### config.mk
export PLATFORM = sky130hd
export DESIGN_NAME = select_de_param
export DESIGN_NICKNAME = d
export VERILOG_FILES = /design/src/rtl/select_de_param.sv
export SDC_FILE = /design/constraint.sdc
export NUM_CORES = 1
export LEC_CHECK = 0
export ABC_AREA = 1
export CAP_MARGIN = 20
export CORE_ASPECT_RATIO = 1.25
export CORE_MARGIN = 1
export CORE_UTILIZATION = 62
export DETAILED_ROUTE_END_ITERATION = 10
export GPL_TIMING_DRIVEN = 0
export PLACE_DENSITY = 0.89
export SLEW_MARGIN = 20
export SYNTH_ARGS = -nofsm -noshare
export SYNTH_HDL_FRONTEND = slang
export SYNTH_SLANG_ARGS = --single-unit
### constraint.sdc
create_clock -name clk -period 8.95 [get_ports clk]
set_clock_uncertainty 0.15 [all_clocks]
set_input_delay 1.79 -clock clk [delete_from_list [all_inputs] [get_ports clk]]
set_output_delay 1.79 -clock clk [all_outputs]
set_load 0.03 [all_outputs]
### src/rtl/select_de_param.sv
// Clocked die selector: synchronised stepping of die type/count, registered roll bounds, sequential BCD of d_max.
// Optional input lock via `define SELECTD_LOCK_EN (adds port verrou).
module select_de_param #(
    parameter int unsigned NB_TYPES   = 8,
    parameter int unsigned NB_DES_MAX = 4,
    parameter int unsigned W          = 9
) (
    input  logic          clk,
    input  logic          rst_n,
    input  logic          suivant,
    input  logic          precedent,
    input  logic          mode,
`ifdef SELECTD_LOCK_EN
    input  logic          verrou,
`endif
    output logic [2:0]    id_type,
    output logic [3:0]    nb_des,
    output logic          sel_count,
    output logic [W-1:0]  d_min,
    output logic [W-1:0]  d_max,
    output logic [11:0]   bcd_max,
    output logic          bcd_valid
);

    localparam int unsigned BCD_W = 12;
    localparam int unsigned DD_W  = BCD_W + W;
    localparam int unsigned CNT_W = $clog2(W + 1);

    localparam logic [0:0] ST_TYPE  = 1'b0;
    localparam logic [0:0] ST_COUNT = 1'b1;

    localparam logic [2:0] ID_LAST = 3'(NB_TYPES - 1);
    localparam logic [3:0] NB_LAST = 4'(NB_DES_MAX);

    logic [2:0] btn_s1, btn_s2, btn_q, btn_ev;
    logic       lock;

    // Two-flop synchronisers and edge registers for {mode, precedent, suivant}
    always_ff @(posedge clk or negedge rst_n) begin
        if (!rst_n) begin
            btn_s1 <= 3'b000;
            btn_s2 <= 3'b000;
            btn_q  <= 3'b000;
        end else begin
            btn_s1 <= {mode, precedent, suivant};
            btn_s2 <= btn_s1;
            btn_q  <= btn_s2;
        end
    end

`ifdef SELECTD_LOCK_EN
    logic lock_s1, lock_s2;

    always_ff @(posedge clk or negedge rst_n) begin
        if (!rst_n) begin
            lock_s1 <= 1'b0;
            lock_s2 <= 1'b0;
        end else begin
            lock_s1 <= verrou;
            lock_s2 <= lock_s1;
        end
    end

    assign lock = lock_s2;
`else
    assign lock = 1'b0;
`endif

    // Edges seen while locked are consumed by the edge register, so nothing is queued
    assign btn_ev = btn_s2 & ~btn_q & {3{~lock}};

    logic [0:0] state, state_d;
    logic [2:0] id_type_d;
    logic [3:0] nb_des_d;
    logic       step_up, step_dn;

    always_ff @(posedge clk or negedge rst_n) begin
        if (!rst_n) begin
            state   <= ST_TYPE;
            id_type <= 3'd0;
            nb_des  <= 4'd1;
        end else begin
            state   <= state_d;
            id_type <= id_type_d;
            nb_des  <= nb_des_d;
        end
    end

    // Mode wins over steps; opposing steps in one cycle cancel
    always_comb begin
        state_d   = state;
        id_type_d = id_type;
        nb_des_d  = nb_des;
        step_up   = btn_ev[0] && !btn_ev[1];
        step_dn   = btn_ev[1] && !btn_ev[0];
        if (btn_ev[2]) begin
            state_d = (state == ST_TYPE) ? ST_COUNT : ST_TYPE;
        end else if (state == ST_TYPE) begin
            if (step_up)
                id_type_d = (id_type == ID_LAST) ? 3'd0 : id_type + 3'd1;
            else if (step_dn)
                id_type_d = (id_type == 3'd0) ? ID_LAST : id_type - 3'd1;
        end else begin
            if (step_up)
                nb_des_d = (nb_des == NB_LAST) ? 4'd1 : nb_des + 4'd1;
            else if (step_dn)
                nb_des_d = (nb_des == 4'd1) ? NB_LAST : nb_des - 4'd1;
        end
    end

    assign sel_count = state[0];

    function automatic logic [6:0] face_of(input logic [2:0] idx);
        case (idx)
            3'd0:    face_of = 7'd2;
            3'd1:    face_of = 7'd4;
            3'd2:    face_of = 7'd6;
            3'd3:    face_of = 7'd8;
            3'd4:    face_of = 7'd10;
            3'd5:    face_of = 7'd12;
            3'd6:    face_of = 7'd20;
            default: face_of = 7'd100;
        endcase
    endfunction

    logic [W-1:0]     dmin_d, dmax_d;
    logic             upd;
    logic [DD_W-1:0]  dd, dd_adj;
    logic [CNT_W-1:0] cnt;
    logic             busy;

    assign dmin_d = W'(nb_des);
    assign dmax_d = W'(nb_des) * W'(face_of(id_type));
    assign upd    = (dmin_d != d_min) || (dmax_d != d_max);

    // Double-dabble add-3 correction on the three BCD digits
    always_comb begin
        dd_adj = dd;
        for (int k = 0; k < 3; k++) begin
            if (dd[W + 4*k +: 4] > 4'd4)
                dd_adj[W + 4*k +: 4] = dd[W + 4*k +: 4] + 4'd3;
        end
    end

    // A bound change (re)starts the converter; result published after W shifts plus one load cycle
    always_ff @(posedge clk or negedge rst_n) begin
        if (!rst_n) begin
            d_min     <= W'(1);
            d_max     <= W'(2);
            dd        <= '0;
            cnt       <= '0;
            busy      <= 1'b0;
            bcd_max   <= 12'h002;
            bcd_valid <= 1'b1;
        end else begin
            d_min <= dmin_d;
            d_max <= dmax_d;
            if (upd) begin
                dd        <= {{BCD_W{1'b0}}, dmax_d};
                cnt       <= '0;
                busy      <= 1'b1;
                bcd_valid <= 1'b0;
            end else if (busy) begin
                if (cnt == CNT_W'(W)) begin
                    bcd_max   <= dd[W +: BCD_W];
                    bcd_valid <= 1'b1;
                    busy      <= 1'b0;
                end else begin
                    dd  <= {dd_adj[DD_W-2:0], 1'b0};
                    cnt <= cnt + CNT_W'(1);
                end
            end
        end
    end

endmodule
==> After elaboration in Yosys (flattened, before gate mapping) <==
Cells that the tools add are included.
{ "op_classes": {"n_lt_le_gt_ge": 3, "mux": 25, "n_mul": 1, "n_reduce_logical": 14, "shift": 0, "n_eq_ne": 13, "n_bitwise": 5, "div": 0, "add_sub_neg": 8} }
{ "op_table": {"columns": ["cell", "count"], "rows": [
  ["$mux W21", 3],
  ["$pmux W7 S7", 1],
  ["$mux W4", 9],
  ["$mux W3", 5],
  ["$eq A3 B3 Y1 const B", 4],
  ["$gt A4 B3 Y1 const B", 3],
  ["$mul A4 B7 Y9", 1],
  ["$ne A9 B9 Y1", 1],
  ["$reduce_and A3 Y1", 3],
  ["$add A4 B1 Y4 const B", 2],
  ["$add A4 B2 Y4 const B", 2],
  ["$mux W1", 7],
  ["$eq A3 B2 Y1 const B", 2],
  ["$reduce_bool A2 Y1", 3],
  ["$eq A4 B1 Y1 const B", 1],
  ["$eq A4 B3 Y1 const B", 1],
  ["$eq A4 B4 Y1 const B", 1],
  ["$ne A4 B4 Y1", 1],
  ["$reduce_and A2 Y1", 2],
  ["$sub A4 B1 Y4 const B", 1],
  ["$add A3 B1 Y3 const B", 1],
  ["$add A3 B2 Y3 const B", 1],
  ["$and A3 B3 Y3", 1],
  ["$eq A3 B1 Y1 const B", 1],
  ["other kinds (8)", 12]
]} }
{ "word_totals": {"out_inout_bits": 39, "memories": 0, "latchBits": 0, "romBits": 0, "wordCells": 82, "ff_bits": 69, "mem_bits_rw": 0} }

==> Longest topological paths before layout <==
Gate-level depths: netlist of run 1.
{ "logic_depth": {"ltp_word": 7, "ltp_mapped": 26, "mapped_depth_nobuf": 25} }

==> Worst setup path before layout of run 1 <==
OpenSTA, ideal clock, no wires.
{ "synth_timing": {"kind": "reg-to-reg", "start": "register id_type[0]", "end": "register bcd_max[10]", "setup_ps": 118, "arrival_ps": 4168, "setup_slack_ps": 4514, "path_buffers": 1, "path_stages_with_launch": 24, "path_cell_list": "dfrtp_1 > inv_1 > ha_1 > nor2_1 > nand2_4 > nor2_8 > o21ai_0 > fa_1 > inv_1 > fa_1 > inv_1 > fa_1 > inv_1 > nand2_1 > nand2_1 > nor2_1 > nand2_1 > nor3_2 > nand4_1 > nor2_1 > nand3_1 > buf_4 > nand2_1 > nand2_1"} }
{ "synth_via": {"elab_chain_cells": 7} }
{ "synth_rtl": {"columns": ["element", "line", "source"], "rows": [
  ["start: declaration", "16", "output logic [2:0] id_type,"],
  ["start signal: assignment", "84", "id_type <= id_type_d;"],
  ["$eq A3 B3 Y1 (tied with other cells)", "114", "case (idx)"],
  ["$pmux W7 S7 *", "114", null],
  ["$mul A4 B7 Y9 *", "133", "assign dmax_d = W'(nb_des) * W'(face_of(id_type));"],
  ["net dmax_d[4]", "126", "logic [W-1:0] dmin_d, dmax_d;"],
  ["$ne A9 B9 Y1 *", "134", "assign upd = (dmin_d != d_min) || (dmax_d != d_max);"],
  ["$logic_or A1 B1 Y1 *", "134", null],
  ["$not A1 Y1 (no source line) *", null, null],
  ["$reduce_and A3 Y1 (no source line) *", null, null],
  ["end signal: assignment", "165", "bcd_max <= dd[W +: BCD_W];"],
  ["end: declaration", "21", "output logic [11:0] bcd_max,"]
]} }
Mark *: on every way through the listed nets, which the timed path passes. The rest lies on a longest branch.
A chain may end at the register's enable or synchronous reset.

==> Final worst setup path of run 1 <==
{ "layout_timing": {"start": "register id_type[0]", "end": "register bcd_max[4]"} }
The elaborated chain is that of the path after synthesis.

==> metrics, run 1 <==
post-synth top area share a little under two fifths; number of buffers added on ports 37; R2R depth 24; Crit path required time 9040 ps; fin crit share 53.4%; P_int between 0.9 and 1 mW; Final Util 77.9%; NumNets Final about 600; sequential cell area fraction in the yosys report 40.8%; sequential share of power 23.1%; Clock H-tree levels 3; Hold Fails Final Rpt 0; CP endpoint kind flip-flop; max incr delay on CP approximately 590 ps; count leader, synth nand2_1; Resize count post-CTS 0; slew margin rel. between 40% and 50%; PwrDens 392 nW/µm²; Fin Setup TNS 0 ps; Register-to-Register Setup Slack 4170 ps; Yosys cell types 38; Die ar. 6980 µm²; first-pass GRT wire length 15.4 mm; first drt pass iteration count 7; RSZ-0062 raised after global routing no; wire per inst between 10 and 15 µm; Net Sw Frac 48.1%; reg2reg start id_type[0]$_DFFE_PN0P_; status complete, no violations; Syn Area/Cell 7.91 µm²; area growth from synthesis to layout 18.9%; Worst-Margin Slew between 800 and 900 ps; most frequent cells after synthesis nand2_1, inv_1, dfrtp_1; Multi-input gate area between 2000 and 2500 µm²; CTS max path bufs 2; drt drc 0; CTS tree yes; Synth async-reset ratio 100%; Initial DRC Count around 290; synth top area cells dfrtp_1, nand2_1, ha_1; vias in the first global route 3,566; maximum vdd ir drop between 0.2 and 0.25 mV; vias per cell 5.49; root buf cell clkbuf_8; Die W 74.9 µm; GR Overflow Total 0; hold path startpoint btn_s1[1]$_DFF_PN0_; number of diodes 0; leakage power total 2.47 nW; dpl hpwl 6.44 mm; CP top delay family adder cells; worst skew pair latency roughly 350 ps; Worst Path Arrival 4870 ps; Max Cap Viol 0; CTS Buf Count 9; Vert. Die Dim ~93 µm; Detailed Route WL 9.06 mm; Synth Warn # 0; CTS clk-pin slew, worst paths 80 ps; Pwr Total 1.92 mW; Hold WC Path Type flip-flop to flip-flop; largest area contributor in the netlist dfrtp_1; Hold EP btn_s2[1]$_DFF_PN0_; GPL Wtd Cong approximately 0.88; starting density of the core about two thirds; # setup viols final 0; fin worst setup slack between 4000 and 5000 ps; Post-synth EDFFs 0; Period minus WS final 4780 ps; worst reg2reg path endpoint bcd_max[4]$_DFFE_PN0P_; Final Max Slew Viols 0; Buf+Inv Stages, Crit Path 6; CP cell instances inv_1 -> ha_1 -> nand2_2 -> nand2_4 -> inv_1 -> nand2_2 -> nand3_1 -> fa_1 -> inv_1 -> fa_1 -> inv_1 -> fa_1 -> inv_1 -> nand2_1 -> nand2_1 -> nor2_1 -> nand2_1 -> nor3_2 -> nand4_1 -> nor2_1 -> nand3_1 -> buf_4 -> nand2_1 -> nand2_1; sw power 0.922 mW; Clk pwr share ~18%; via count 3,652; Mapped Cells 521; Setup Buffers After CTS 0; post-route insts no fill 665; initial antenna violation count 0; core area 6290 µm²; Critical Path Slowest Stage Cell fa_1; Worst Setup Path Type flip-flop to flip-flop; placed cell count 649; FILL cells 453; antenna viol nets, final 0; Synth Flop Type dfrtp_1; #FFs+latches synth 67; critical path fanouts, max 10; Sink Count 67; Storage cell area 1680 µm²; layout cells sized above 1 9.66%; Max Clock Freq 209 MHz; Combinational Power Share 59.4%; worst hold path depth 0; num ports 44; Mapped Area ~4100 µm²; GRT Util Overall 29.4%; Worst setup SP type flip-flop; dpl ws between 4000 and 5000 ps; maximum number of pins on one net before global-route repair 40; # rows 32; hold buffers post-CTS 0
==> cells by family after synthesis <==
logic type	Yosys count	synth area share (%)
AO/OA/AOI/OAI	49	6.53
XOR/XNOR	12	2.55
adder cells (fa/ha/maj)	32	11.2
buffers and inverters	98	10.1
flip-flops	67	40.8
multiplexers	3	0.729
other	1	0.0910
AND/OR/NAND/NOR	259	28.0
==> layout make-up <==
class                      count  area share (%)
tap                           85            2.17
buffer                        20            2.50
clock inverter                 6            2.78
sequential                    67            34.4
timing repair buffer          38            7.92
inverter                      78            5.98
multi-input combinational    361            41.7
clock buffer                  10            2.61
==> layer usage <==
layer	vias to the layer above	wire, µm	global-route usage (%)
met5	-	0	0
met4	0	254	16.5
met3	27	500	6.14
met2	135	4680	49.1
met1	1741	3630	34.5
li1	1749	-	-
==> flip-flops by register name, summed over array words and instances (netlist names), 3 cells and up <==
name / flops
bcd_max: 12
btn_q: 3
btn_s1: 3
btn_s2: 3
cnt: 4
d_max: 8
d_min: 4
dd: 20
id_type: 3
nb_des: 4
==> worst max path at each step <==
stage	startpoint	to	slack, ps	depth (start not counted)
final	id_type[0]$_DFFE_PN0P_	bcd_max[4]$_DFFE_PN0P_	4170	24
after global routing	id_type[0]$_DFFE_PN0P_	bcd_max[5]$_DFFE_PN0P_	3730	24
after CTS	id_type[0]$_DFFE_PN0P_	bcd_max[4]$_DFFE_PN0P_	4180	24
after detailed placement	id_type[0]$_DFFE_PN0P_	bcd_max[8]$_DFFE_PN0P_	4230	23
after global placement	rst_n	d_min[3]$_DFF_PN0_	3810	1
after floorplan	id_type[0]$_DFFE_PN0P_	bcd_max[10]$_DFFE_PN0P_	4510	23
==> per-stage QoR <==
stage / instance area, µm² / hold WS, ps
after floorplan: 4140 / 181
after global placement: 4620 / 182
after detailed placement: 4630 / 187
after CTS: 4900 / 204
after global routing: 4900 / 206
final: 4900 / 201
==> power by group through the flow <==
| stage | clock [mW] | sequential [mW] | combinational, mW |
|---|---|---|---|
| floorplan | 0 | 0.512 | 0.771 |
| CTS | 0.339 | 0.441 | 1.13 |
| finish | 0.336 | 0.443 | 1.14 |
| detailed placement | 0 | 0.446 | 1.12 |
| global route | 0.350 | 0.449 | 1.30 |
| global placement | 0 | 0.443 | 1.08 |
==> cells in the final DEF, fill, tap and decap left out, drive strengths merged <==
master         Yosys  routed
nor3b              1       1
conb               1       6
o21ai             27      27
dfrtp             62      62
ha                24      24
clkbuf             5      15
nand3b             1       1
dfstp              5       5
inv               77      78
nand4             16      16
bufinv             0       4
clkinvlp           0       1
xnor2              3       3
clkdlybuf4s50      0      36
o31ai              1       1
fa                 8       8
nor2              49      49
xor2               9       9
o211ai             2       2
clkinv             1       1
nor3               3       3
nand3             49      49
a21oi             16      16
nand2            139     139
mux2i              3       3
o22a               1       1
a22oi              2       2
buf               15      17
or2                1       1
Note: power is estimated with default switching activity, not from simulation.
==> inputs of run 2 (changes only) <==
--- a/config.mk
+++ b/config.mk
@@ -9,10 +9,10 @@
 export CAP_MARGIN = 20
 export CORE_ASPECT_RATIO = 1.25
 export CORE_MARGIN = 1
-export CORE_UTILIZATION = 62
+export CORE_UTILIZATION = 57
 export DETAILED_ROUTE_END_ITERATION = 10
 export GPL_TIMING_DRIVEN = 0
-export PLACE_DENSITY = 0.89
+export PLACE_DENSITY = 0.83
 export SLEW_MARGIN = 20
 export SYNTH_ARGS = -nofsm -noshare
 export SYNTH_HDL_FRONTEND = slang
==> constraint.sdc (replaced) <==
create_clock -name clk -period 4.8 [get_ports clk]
set_clock_uncertainty 0.15 [all_clocks]
set_input_delay 0.96 -clock clk [delete_from_list [all_inputs] [get_ports clk]]
set_output_delay 0.96 -clock clk [all_outputs]
set_load 0.03 [all_outputs]
==> metrics, run 2 (synthesis gave the netlist of run 1 again) <==
GR Overflow Total 0 (unchanged); Period minus WS final 4570 ps (-205 ps); Die ar. 7570 µm² (+8.6%); leakage power total 2.49 nW (+0.81%); Hold Worst Slack 209 ps (+7.70 ps); Hold Fails Final Rpt 0 (unchanged); first drt pass iteration count 4 (-3); Sink Count 67 (unchanged); slew margin rel. 48.0% (+5.2 points); Vert. Die Dim 97.1 µm (+4.2%); number of diodes 0 (unchanged); GPL Wtd Cong 0.888 (+1.3%); dpl ws 48.3 ps (-4180 ps); status complete, no violations; FILL cells 536 (+18%); Worst setup SP type flip-flop; CP top delay family adder cells; worst reg2reg path endpoint dd[8]$_DFFE_PN0P_; worst skew pair latency 350 ps (about the same); Top reg by flops dd; vias in the first global route 3,633 (+1.9%); GRT Util Overall 27.5% (-2.0 points); starting density of the core 59.1% (-6.5 points); R2R depth 24 (unchanged); max incr delay on CP 570 ps (-20 ps); vias per cell 5.43 (-1.2%); commonest non-fill, non-tap cell in the layout nand2_1; NumNets Final 617 (+0.82%); Clock H-tree levels 3 (unchanged); Max Clock Freq 219 MHz (+4.5%); first-pass GRT wire length 16.2 mm (+5.0%); PwrDens 733 nW/µm² (+87%); CP startpoint id_type[0]$_DFFE_PN0P_; Register-to-Register Setup Slack 230 ps (-3940 ps); Worst-Margin Slew 778 ps (-78.3 ps); fin crit share 95.3% (+42 points); Initial DRC Count 259 (-9.8%); Worst Setup Path Type flip-flop to flip-flop; CP endpoint kind flip-flop; CP cell instances inv_2 -> ha_1 -> nand2_2 -> nand2_4 -> inv_1 -> nand2_2 -> nand3_1 -> fa_1 -> inv_1 -> fa_1 -> inv_1 -> fa_2 -> inv_1 -> nand2_1 -> nand2_1 -> nor2_2 -> nand2_2 -> nor3_4 -> nand4_1 -> nor2_2 -> buf_6 -> nand3_1 -> nand2_1 -> nand2_1; Largest register FFs 20 (unchanged); reg2reg start id_type[0]$_DFFE_PN0P_; Detailed Route WL 9.34 mm (+3.0%); largest registers dd: 20 flops, bcd_max: 12 flops, d_max: 8 flops; drt drc 0 (unchanged); Die W 78.0 µm (+4.2%); Storage cell area 1680 µm² (about the same); # setup viols final 0 (unchanged); Max Cap Viol 0 (unchanged); maximum vdd ir drop 0.515 mV (+150%); dpl hpwl 6.60 mm (+2.4%); Worst Setup EP dd[8]$_DFFE_PN0P_; fin worst setup slack 225 ps (-3940 ps); # rows 34 (+6.3%); Crit path required time 4890 ps (-4150 ps); CTS Buf Count 9 (unchanged); antenna viol nets, final 0 (unchanged); most frequent cells in the layout nand2_1, inv_1, dfrtp_1; CTS max path bufs 2 (unchanged); root buf cell clkbuf_8; via count 3,663 (+0.30%); Final Max Slew Viols 0 (unchanged); Hold WC Path Type flip-flop to flip-flop; CTS clk-pin slew, worst paths 80 ps (about the same); critical path fanouts, max 10 (unchanged); Crit. path cell count 24 (unchanged); initial antenna violation count 0 (unchanged); Critical Path Slowest Stage Cell fa_1; core area 6980 µm² (+11%); number of buffers added on ports 37 (unchanged); Buf+Inv Stages, Crit Path 6 (unchanged); layout cells sized above 1 12.6% (+3.0 points); wire per inst 13.8 µm (+1.5%); maximum number of pins on one net before global-route repair 47 (+18%); CTS tree yes; Multi-input gate area 2070 µm² (+1.7%); Worst Path Arrival 4660 ps (-210 ps); num ports 44 (unchanged); area growth from synthesis to layout 20.3%
[run 2: what timing repair did]
action	CTS	global route
hold buffers	0	0
gates resized for setup	0	22
endpoints found under the setup margin	0	38
buffers inserted	0	5
[run 2: final cells by class]
cell class / count / share of cell area (%)
clock buffers: 9 / 2.50
repair buffers: 43 / 8.73
inverters: 78 / 5.91
well taps: 90 / 2.27
clock inverters: 7 / 2.04
multi-input cells: 361 / 41.8
plain buffers: 20 / 2.73
flip-flops and latches: 67 / 34.0
[run 2: metal layers]
| metal | GRT usage (%) | up-vias | routed length, µm |
|---|---|---|---|
| met5 | 0 | - | 0 |
| met4 | 12.4 | 0 | 182 |
| met3 | 6.01 | 17 | 397 |
| met2 | 47.2 | 110 | 4950 |
| met1 | 32.5 | 1776 | 3810 |
| li1 | - | 1760 | - |
[run 2: worst min path at each step]
stage                              startpoint                   to  slack, ps  cells after the start
after CTS                 btn_s1[0]$_DFF_PN0_  btn_s2[0]$_DFF_PN0_        210                      0
after global routing      btn_s1[0]$_DFF_PN0_  btn_s2[0]$_DFF_PN0_        220                      0
after detailed placement  btn_s1[0]$_DFF_PN0_  btn_s2[0]$_DFF_PN0_        190                      0
after global placement    btn_s1[1]$_DFF_PN0_  btn_s2[1]$_DFF_PN0_        180                      0
after floorplan           btn_s1[0]$_DFF_PN0_  btn_s2[0]$_DFF_PN0_        180                      0
final                     btn_s1[0]$_DFF_PN0_  btn_s2[0]$_DFF_PN0_        210                      0
[run 2: stage by stage]
stage          cell area (µm²)  utilization, %  cells  TNS (ps)  power [mW]
6_report                  4960            71.1    675         0        3.64
5_1_grt                   4960            71.1    675      -370        4.01
4_1_cts                   4870            69.8    670         0        3.51
3_5_place_dp              4650            66.6    654         0        2.94
3_3_place_gp              4620            66.2    653         0        2.85
2_1_floorplan             4140               -    526         0        2.39
[run 2: power breakdown]
part | internal (mW) | switching [mW] | leakage (nW) | total (mW)
combinational | 0.826 | 1.44 | 1.53 | 2.27
clock | 0.297 | 0.241 | 0.111 | 0.538
sequential | 0.706 | 0.123 | 0.851 | 0.829
